`src/rtl/ldl_event_pend_pri_v1.sv`:
```
// Sticky event-pending collector that issues pending events one at a time,
// lowest index first, as binary indices on a valid/ready port.
module ldl_event_pend_pri_v1 #(
  parameter int BIN_WIDTH = 4,
  parameter int HOT_WIDTH = 1 << BIN_WIDTH  // must not exceed 2**BIN_WIDTH
) (
  input  logic                 clk,
  input  logic                 rst_n,
  input  logic [HOT_WIDTH-1:0] set_i,
  input  logic [HOT_WIDTH-1:0] mask_i,
  input  logic                 flush_i,
  output logic [HOT_WIDTH-1:0] pend_o,
  output logic                 any_o,
  output logic [HOT_WIDTH-1:0] drop_o,
  output logic                 out_valid,
  input  logic                 out_ready,
  output logic [BIN_WIDTH-1:0] out_idx
);

  typedef enum logic {IDLE, HOLD} state_t;

  state_t               state;
  logic [HOT_WIDTH-1:0] pend;
  logic [HOT_WIDTH-1:0] elig;
  logic [HOT_WIDTH-1:0] rec;
  logic [HOT_WIDTH-1:0] clr;
  logic [HOT_WIDTH-1:0] pend_nxt;
  logic [HOT_WIDTH-1:0] drop_nxt;
  logic [BIN_WIDTH-1:0] sel;
  logic                 load;

  assign elig = pend & mask_i;
  assign rec  = set_i & mask_i;

  // NOTE: every always_comb output gets a default first so no latch is inferred.
  always_comb begin
    sel = '0;
    // Scanning high to low lets the lowest eligible index win.
    for (int j = HOT_WIDTH - 1; j >= 0; j--) begin
      if (elig[j]) sel = BIN_WIDTH'(j);
    end
  end

  // A load happens whenever something is eligible and the output slot is free
  // or being freed by a handshake this cycle.
  assign load = (elig != '0) && ((state == IDLE) || out_ready);

  always_comb begin
    clr = '0;
    if (load) clr[sel] = 1'b1;
  end

  // A fresh record on the bit being issued re-pends it, so set wins over clr.
  assign pend_nxt = (pend & ~clr) | rec;
  assign drop_nxt = rec & pend & ~clr;

  // NOTE: sequential state uses non-blocking assignments only, so every
  // register samples the pre-edge values of its neighbours.
  always_ff @(posedge clk or negedge rst_n) begin
    if (!rst_n) begin
      state     <= IDLE;
      pend      <= '0;
      drop_o    <= '0;
      out_valid <= 1'b0;
      out_idx   <= '0;
    end else if (flush_i) begin
      state     <= IDLE;
      pend      <= '0;
      drop_o    <= '0;
      out_valid <= 1'b0;
    end else begin
      pend   <= pend_nxt;
      drop_o <= drop_nxt;
      case (state)
        IDLE: begin
          if (load) begin
            out_idx   <= sel;
            out_valid <= 1'b1;
            state     <= HOLD;
          end
        end
        HOLD: begin
          if (out_ready) begin
            if (load) begin
              out_idx <= sel;
            end else begin
              out_valid <= 1'b0;
              state     <= IDLE;
            end
          end
        end
        default: state <= IDLE;
      endcase
    end
  end

  assign pend_o = pend;
  assign any_o  = |pend;

endmodule

```
`config.mk`:
```
export PLATFORM = sky130hd
export DESIGN_NAME = ldl_event_pend_pri_v1
export DESIGN_NICKNAME = d
export VERILOG_FILES = /design/src/rtl/ldl_event_pend_pri_v1.sv
export SDC_FILE = /design/constraint.sdc
export NUM_CORES = 1
export LEC_CHECK = 0
export ABC_AREA = 1
export BUFFER_PORTS_ARGS = -buffer_cell sky130_fd_sc_hd__buf_4
export CORE_ASPECT_RATIO = 1.2
export CORE_MARGIN = 2
export CORE_UTILIZATION = 52
export DETAILED_ROUTE_END_ITERATION = 12
export GPL_ROUTABILITY_DRIVEN = 0
export PLACE_DENSITY_LB_ADDON = 0.3
export SKIP_CTS_REPAIR_TIMING = 1
export SYNTH_ARGS = -nofsm -noshare
export SYNTH_HDL_FRONTEND = slang
export SYNTH_SLANG_ARGS = --single-unit
export TNS_END_PERCENT = 10
```
`constraint.sdc`:
```
create_clock -name clk -period 4.1 [get_ports clk]
set_input_delay 0.205 -clock clk [delete_from_list [all_inputs] [get_ports clk]]
set_output_delay 0.205 -clock clk [all_outputs]
set_load 0.05 [all_outputs]
```
# == After elaboration in Yosys (flattened, before gate mapping) ==
# Index checks and enable logic that the tools add are counted.
# Widths: inputs -> output; s select.
# classes
magnitude_cmp,2
eq_ne,4
n_mux,33
bitwise,9
reduce_logical,7
# op_table
operator,count
$and 16x16->16,5
$mux 4,18
$mux 16,3
$not 16->16,1
$or 16x16->16,1
$reduce_bool 16->1,1
$reduce_or 16->1,1
$ne 3x3->1 const B,3
$mux 1,8
$pmux 4 s2,1
$lt 4x5->1 const B,1
$demux 1 s4,1
$ge 4x1->1 const B,1
$pmux 1 s2,2
$reduce_and 3->1,1
$logic_and 1x1->1,2
$ne 2x2->1 const B,1
$not 1->1,2
$reduce_and 2->1,1
$logic_or 1x1->1,1
# totals
reg_bits,38
in_bits,36
word_cells,60

# == Depth between registers and ports, before layout ==
# Gate-level depths: netlist (run 1).
# logic_depth
ltp_word,26
depth_mapped,20

# == Worst setup path after synthesis (run 1) ==
# OpenSTA, ideal clock, no wires.
# synth_path
kind,register -> register
start,register pend[14] (netlist: pend_o[14])
end,register pend[8] (netlist: pend_o[8])
setup_time_ps,118
arrival_time_ps,1796
setup_slack_ps,2187
path_stages_with_launch,20
path_buffers,0
period_less_slack_ps,1913
path_cell_list,dfrtp_1 -> nand2_1 -> nand2_1 -> nand2_1 -> nand2_1 -> nand2_1 -> nand2_1 -> nand2_1 -> nand2_1 -> nand2_1 -> nand2_1 -> nand2_1 -> nand2_2 -> nand2_4 -> nand2_4 -> nand2_4 -> nand2_4 -> nand3_2 -> nand2_2 -> nand2_1
# synth_via
elab_chain_len,25
# synth_lines
element,line,text
start: declaration,23,logic [HOT_WIDTH-1:0] pend;
start signal: assignment,72,pend <= pend_nxt;
$and 16x16->16 *,32,assign elig = pend & mask_i;
$mux 4 (15 in series),40,if (elig[j]) sel = BIN_WIDTH'(j);
$lt 4x5->1 (not written as such) / $ge 4x1->1 (equally long branches),50,if (load) clr[sel] = 1'b1;
$logic_and 1x1->1 (not written as such),50,
$mux 1 (not written as such),50,
$demux 1 s4,50,
$mux 16 *,50,
$not 16->16 *,54,assign pend_nxt = (pend & ~clr) | rec;
$and 16x16->16 *,54,
$or 16x16->16 *,54,
$mux 16 *,66,end else if (flush_i) begin
# Every way passes the cells marked *; elsewhere a longest branch is shown, timed or not.
# A chain may end at the register's enable or synchronous reset.

# == Final worst setup path (run 1) ==
# layout_path
start,register pend[1] (netlist: pend_o[1])
end,register pend[11] (netlist: pend_o[11])
# layout_via
elab_chain_len,12
# layout_lines
element,line
$and 16x16->16 *,32
$mux 4 (2 in series),40
$lt 4x5->1 (not written as such) / $ge 4x1->1 (equally long branches),50
$logic_and 1x1->1 (not written as such),50
$mux 1 (not written as such),50
$demux 1 s4,50
$mux 16 *,50
$not 16->16 *,54
$and 16x16->16 *,54
$or 16x16->16 *,54
$mux 16 *,66
# Marks and branches as above.

==> flow_summary.toml, run 1 <==
[layout]
final_cells = 348
design_area_sq_mm = 0.00258
area_delta_synth_final_pct = 35.8
n_antenna_cell = 0
fillers = 293
drive_above_1_share_pct = 35.9
final_nets = 344
final_core_util_pct = 72.2

[drt]
drtAntennaViolNets = 0
routed_via_density = 5.32
drc = 0
drtIter0Drc = 72
firstDrtPassIters = 4
routed_wl_mm = 4.68
vias = 1851
routedWlPerCell_um = 13.5

[placement]
port_buffers = 73
hpwl_mm = 3.60
dpl_cell_area_sq_mm = 0.00248
dp_slack_ns = 2.23
dp.cells = 339

[global_routing]
grt_pass1_vias = 1722
grt_antenna_before_repair = 0
grt_overflow = 0
grt_pass1_wl_mm = 7.77
grt_max_degree = 39
track_usage_pct = 24.8

[worst_setup_path]
cpPeakStageDelay_ns = 0.42
reg2reg_depth = 8
path_max_fanout = 5
cp_cell_sequence = "nand2_1, nand2_1, nor2_2, nand2_2, nor3_1, nand4_1, nand2_1, o21ai_1"
cp_slowest_cell = "dfrtp_1"
cp_data_arrival_time_ns = 2.10
start_kind = "flip-flop"
worstPathRequired_ns = 4.27
rr_startpoint = "pend_o[1]"
crit_top_cell = "nand2_1"
critPathKind = "flip-flop to flip-flop"
reg2reg_to = "pend_o[11]"
end_kind = "flip-flop"
reg2reg_slack_ns = 2.17

[pwr]
p_clk_share_pct = 25.3
peakVddDrop_mv = 0.256
p_seq_share_pct = 41.1
combPwrFrac_pct = 33.5
p_switching_mw = 0.399
total_power_mw = 1.05
p_int_mw = 0.649
netSwitchingFraction_pct = 38.1
powerDensity_mw_per_mm2 = 406
p_leak_nw = 1.37

[worst_hold_path]
worstHoldPathCells = 2
hold_end = "out_valid"
hp-start = "out_ready"
min_path_type = "primary input to flip-flop"

[sta]
hold_ws_ns = 0.106
finalSetupViolations = 0
worst_pin_slew_ns = 0.511
period_needed_ns = 1.93
hold_viol = 0
fin_tns_setup_ns = 0
fin_worst_skew_ns = 0.00639
relSlewSlack_pct = 65.7
finalCritPeriodShare_pct = 47.0
maxSlewViolCount = 0
fin_ws_ns = 2.17
rsz0062_at_grt = "no"
fmax_ghz = 0.519

[yosys]
syn_nets = 266
ys_types = 22
synth_edf_count = 0
asyncSetResetFlopFracSynth_pct = 100
syn_inst = 230
synth.area.top_cells = "dfrtp_1 50%, nand2_1 13%, nor2_1 4.9%"
synth.avg_cell_area_sq_um = 8.26
yosysWarnings = 0
synth_area_sq_mm = 0.00190
synth_flop_cell = "dfrtp_1"
yosysSeqAreaShare_pct = 50.1
yosysTopAreaCellShare_pct = 50.1
synthTopCellsByCount = "67 x nand2_1, 38 x dfrtp_1, 25 x nor2_1, 17 x nand3_1, 13 x inv_1"
yosys.area.top_type = "dfrtp_1"
synth_seq_cells = 38
yosysMostFrequentCell = "nand2_1"

[floorplan]
num_rows = 24
ios = 74
die_w_um = 59.2
dieArea_sq_mm = 0.00415
die_h_um = 70.2
initial_core_util_pct = 53.2
core_area_sq_mm = 0.00357

[job]
max_cap_violations = 0

[cts]
cts_sinks = 38
clk_pin_slew_worst_paths_ns = 0.08
cts_tree = "built"
clk_path_buf_depth = 2
numCtsBuffers = 5
clock_latency_ns = 0.29
cts-htree-levels = 2
clock-root-buffer = "clkbuf_8"

[status]
status = "finished clean"
-- placed cells by master, fill, tap and decap left out --
| cell type | instances |
|---|---|
| nand2_2 | 10 |
| a21oi_1 | 5 |
| nor4_1 | 4 |
| clkbuf_8 | 6 |
| a31oi_1 | 3 |
| nand4_1 | 9 |
| inv_1 | 13 |
| buf_4 | 73 |
| o211ai_1 | 1 |
| o21ai_1 | 6 |
| clkbuf_1 | 1 |
| nor4_2 | 1 |
| dfrtp_1 | 38 |
| nand2_4 | 7 |
| nor3_1 | 5 |
| clkinv_2 | 1 |
| inv_2 | 2 |
| nor2_2 | 6 |
| nor3_2 | 1 |
| o21ai_0 | 3 |
| dlygate4sd3_1 | 1 |
| nand3_1 | 17 |
| nand2_1 | 67 |
| nor2_1 | 25 |
| nand3_2 | 4 |
-- power groups by stage --
stage                     Clock [mW]  Sequential (mW)  Combinational [mW]
final                          0.265            0.431               0.352
after CTS                      0.268            0.431               0.351
after global placement             0            0.438               0.346
after global routing           0.283            0.434               0.378
after detailed placement           0            0.438               0.350
after floorplan                    0            0.536               0.132
-- sequential cells by signal (all words and copies together) (netlist names) --
signal / count
drop_o: 16
pend_o: 16
out_idx: 4
out_valid: 1
state: 1
-- cells by family (layout without fill, tap and decap cells) --
group / count (synthesis) / after routing / share of synthesized area (%)
compound gates: 18 / 18 / 5.07
buf+inv: 18 / 97 / 3.89
flops: 38 / 38 / 50.1
simple gates: 156 / 156 / 41.0
-- metal layers --
metal / vias up / GRT usage (%) / share of wire (%)
met5: - / 0 / 0
met4: 0 / 9.34 / 1.8
met3: 9 / 5.74 / 5.4
met1: 860 / 32.6 / 42
li1: 910 / - / -
met2: 72 / 39.4 / 51
-- how the worst max path moves through the flow --
stage,from,to,slack [ns],depth (start not counted)
4_1_cts,pend_o[1],pend_o[11],2.21,8
3_3_place_gp,pend_o[1],pend_o[11],2.25,8
2_1_floorplan,pend_o[14],pend_o[8],2.19,19
5_1_grt,pend_o[1],pend_o[11],2.02,8
6_report,pend_o[1],pend_o[11],2.17,8
3_5_place_dp,pend_o[1],pend_o[11],2.23,8
-- worst max-delay path, delay by kind of cell, from the launching register on --
family	cells	cell delay (ns)
flip-flops	1	0.42
AND/OR/NAND/NOR	7	1.32
AO/OA/AOI/OAI	1	0.06
-- area by class of cell --
type / count / area, sq um / area share [%]
Sequential cell: 38 / 951 / 36.9
Clock buffer: 7 / 86.3 / 3.35
Tap cell: 39 / 48.8 / 1.89
Inverter: 15 / 56.3 / 2.18
Multi-Input combinational cell: 174 / 875 / 33.9
Timing Repair Buffer: 74 / 558 / 21.6
Clock inverter: 1 / 5.00 / 0.194
No activity file was read; power rests on OpenSTA's default activity.
==> run 2, diff against run 1 <==
- ABC_AREA: 1 -> 0
- CORE_UTILIZATION: 52 -> 49
- clock period: 4.1 -> 2 ns (I/O delays scaled with it)
==> run 2 against run 1 <==
Compared with the run above: sequential share of layout area down 2.4 points; sequential power increased by 110%; routed wire length grew 22%; setup slack got worse by 2.1 ns; core utilization fell by 1.6 points; clock power increased by 91%; worst hold slack lost 0.056 ns; synthesized cell count down 7.4%; critical path type unchanged; critical endpoint is now drop_o[15]; largest power group is now combinational cells; highest routed layer unchanged.
==> flow_summary.toml, run 2 <==
[sta]
fin_ws_ns = 0.113
worst_pin_slew_ns = 0.468
relSlewSlack_pct = 68.8
fmax_ghz = 0.530
fin_worst_skew_ns = 0.00438
finalSetupViolations = 0
finalCritPeriodShare_pct = 94.4
period_needed_ns = 1.89
fin_tns_setup_ns = 0
maxSlewViolCount = 0
hold_viol = 0
rsz0062_at_grt = "no"

[floorplan]
initial_core_util_pct = 50.7
die_w_um = 62.1
num_rows = 25
ios = 74
core_area_sq_mm = 0.00391
die_h_um = 73.7
dieArea_sq_mm = 0.00457

[yosys]
synth_seq_cells = 38
ys_types = 45
yosys.area.top_type = "dfrtp_1"
synth_area_sq_mm = 0.00198
asyncSetResetFlopFracSynth_pct = 100
yosysTopAreaCellShare_pct = 48.0
syn_inst = 213
yosysSeqAreaShare_pct = 48.0
synth_edf_count = 0
syn_nets = 249
synth_flop_cell = "dfrtp_1"
yosysWarnings = 0
synthTopCellsByCount = "39 x nand2_1, 38 x dfrtp_1, 14 x a21oi_1, 12 x nor2_1, 10 x o21ai_0"
yosysMostFrequentCell = "nand2_1"
synth.avg_cell_area_sq_um = 9.30
synth.area.top_cells = "dfrtp_1 48%, nand2_1 7.4%, a21oi_1 3.5%"

[cts]
cts_sinks = 38
clock_latency_ns = 0.28
clock-root-buffer = "clkbuf_8"
clk_pin_slew_worst_paths_ns = 0.07
clk_path_buf_depth = 2
cts-htree-levels = 2
cts_tree = "built"
numCtsBuffers = 5

[layout]
fillers = 326
final_core_util_pct = 70.6
final_cell_mix = "82 x buf_4, 39 x nand2_1, 38 x dfrtp_1"
layout_commonest_cell = "buf_4"
area_delta_synth_final_pct = 39.3
drive_above_1_share_pct = 35.6
final_nets = 335
n_antenna_cell = 0

[pwr]
peakVddDrop_mv = 0.892
p_leak_nw = 1.34
powerDensity_mw_per_mm2 = 861

[drt]
drc = 0
vias = 2061
routed_via_density = 5.86
drtIter0Drc = 109
drtAntennaViolNets = 0
firstDrtPassIters = 4
routedWlPerCell_um = 16.2
routed_wl_mm = 5.71

[placement]
port_buffers = 73
hpwl_mm = 4.38
dp_slack_ns = 0.0821

[worst_setup_path]
reg2reg_slack_ns = 0.11
reg2reg_depth = 6
cp-startpoint = "pend_o[7]"
path_max_fanout = 5
start_kind = "flip-flop"
crit_end = "drop_o[15]"
cp_data_arrival_time_ns = 2.07
rr_startpoint = "pend_o[7]"
critPathKind = "flip-flop to flip-flop"
reg2reg_to = "drop_o[15]"
worstPathRequired_ns = 2.18
end_kind = "flip-flop"

[global_routing]
track_usage_pct = 26.7
grt_antenna_before_repair = 0
grt_pass1_wl_mm = 8.88
grt_pass1_vias = 1914
grt_overflow = 0
grt_max_degree = 39

[worst_hold_path]
min_path_type = "primary input to flip-flop"
worstHoldPathCells = 3

[status]
status = "finished clean"

[job]
max_cap_violations = 0
## run 2: cell types whose count changed after synthesis, moves of 5 or more
cell and delta:
nand3_1 -10, inv_1 -5, o21ai_1 -5, o21ai_0 +7, nor2_1 -13, nand2_2 -9
nand2_4 -7, a22oi_1 +7, nand2_1 -28, and3_1 +5, a21oi_1 +9
## run 2: logic make-up (layout without fill, tap and decap cells)
logic type      count (synthesis)  count (layout)  synth area share [%]
buf+inv                        12              97                  2.27
compound gates                 59              59                  21.5
simple gates                  102             102                  27.2
mux                             2               2                  1.07
flops                          38              38                  48.0
## run 2: area by class of cell
type	count	area, sq um	share of cell area (%)
inverter	8	30.0	1.09
tap	54	67.6	2.45
multi-input combinational	163	1000	36.4
timing repair buffer	83	626	22.7
sequential	38	951	34.5
clock buffer	6	82.6	2.99
## run 2: worst max-delay path, stage by stage, from the launching register on
cell and delay (ns):
dfrtp_1 0.42, a22oi_2 0.30, o2111ai_1 0.18, and2_2 0.24, a32oi_2 0.31, nor2_2 0.06
nor4b_2 0.28
## run 2: routing by layer
metal  track usage [%]  vias up  share of wire, %
li1                  -      962                 -
met1              33.4     1002                40
met2              44.6       86                51
met3              5.63       11               6.9
met4              9.22        0               2.1
met5                 0        -                 0
## run 2: worst min path at each step
stage,end,slack [ns],from
4_1_cts,drop_o[6],-0.22,rst_n
5_1_grt,drop_o[0],0.05,set_i[0]
2_1_floorplan,drop_o[0],-0.20,rst_n
3_3_place_gp,drop_o[7],0.09,rst_n
3_5_place_dp,drop_o[6],0.09,rst_n
6_report,drop_o[0],0.05,set_i[0]
## run 2: stage by stage
step                cells  hold WS [ns]  area [sq um]  power (mW)
global placement      345        0.0906          2660        1.85
global route          352        0.0517          2760        2.49
finish                352        0.0503          2760        2.38
detailed placement    345        0.0939          2660        1.86
floorplan             213        -0.196          1990        1.51
CTS                   351        -0.216          2740        2.37
## run 2: power by group
group	internal [mW]	total, mW	switching, mW	leakage, nW
logic	0.333	0.957	0.625	0.792
clock network	0.265	0.506	0.241	0.0431
registers	0.847	0.914	0.0674	0.502
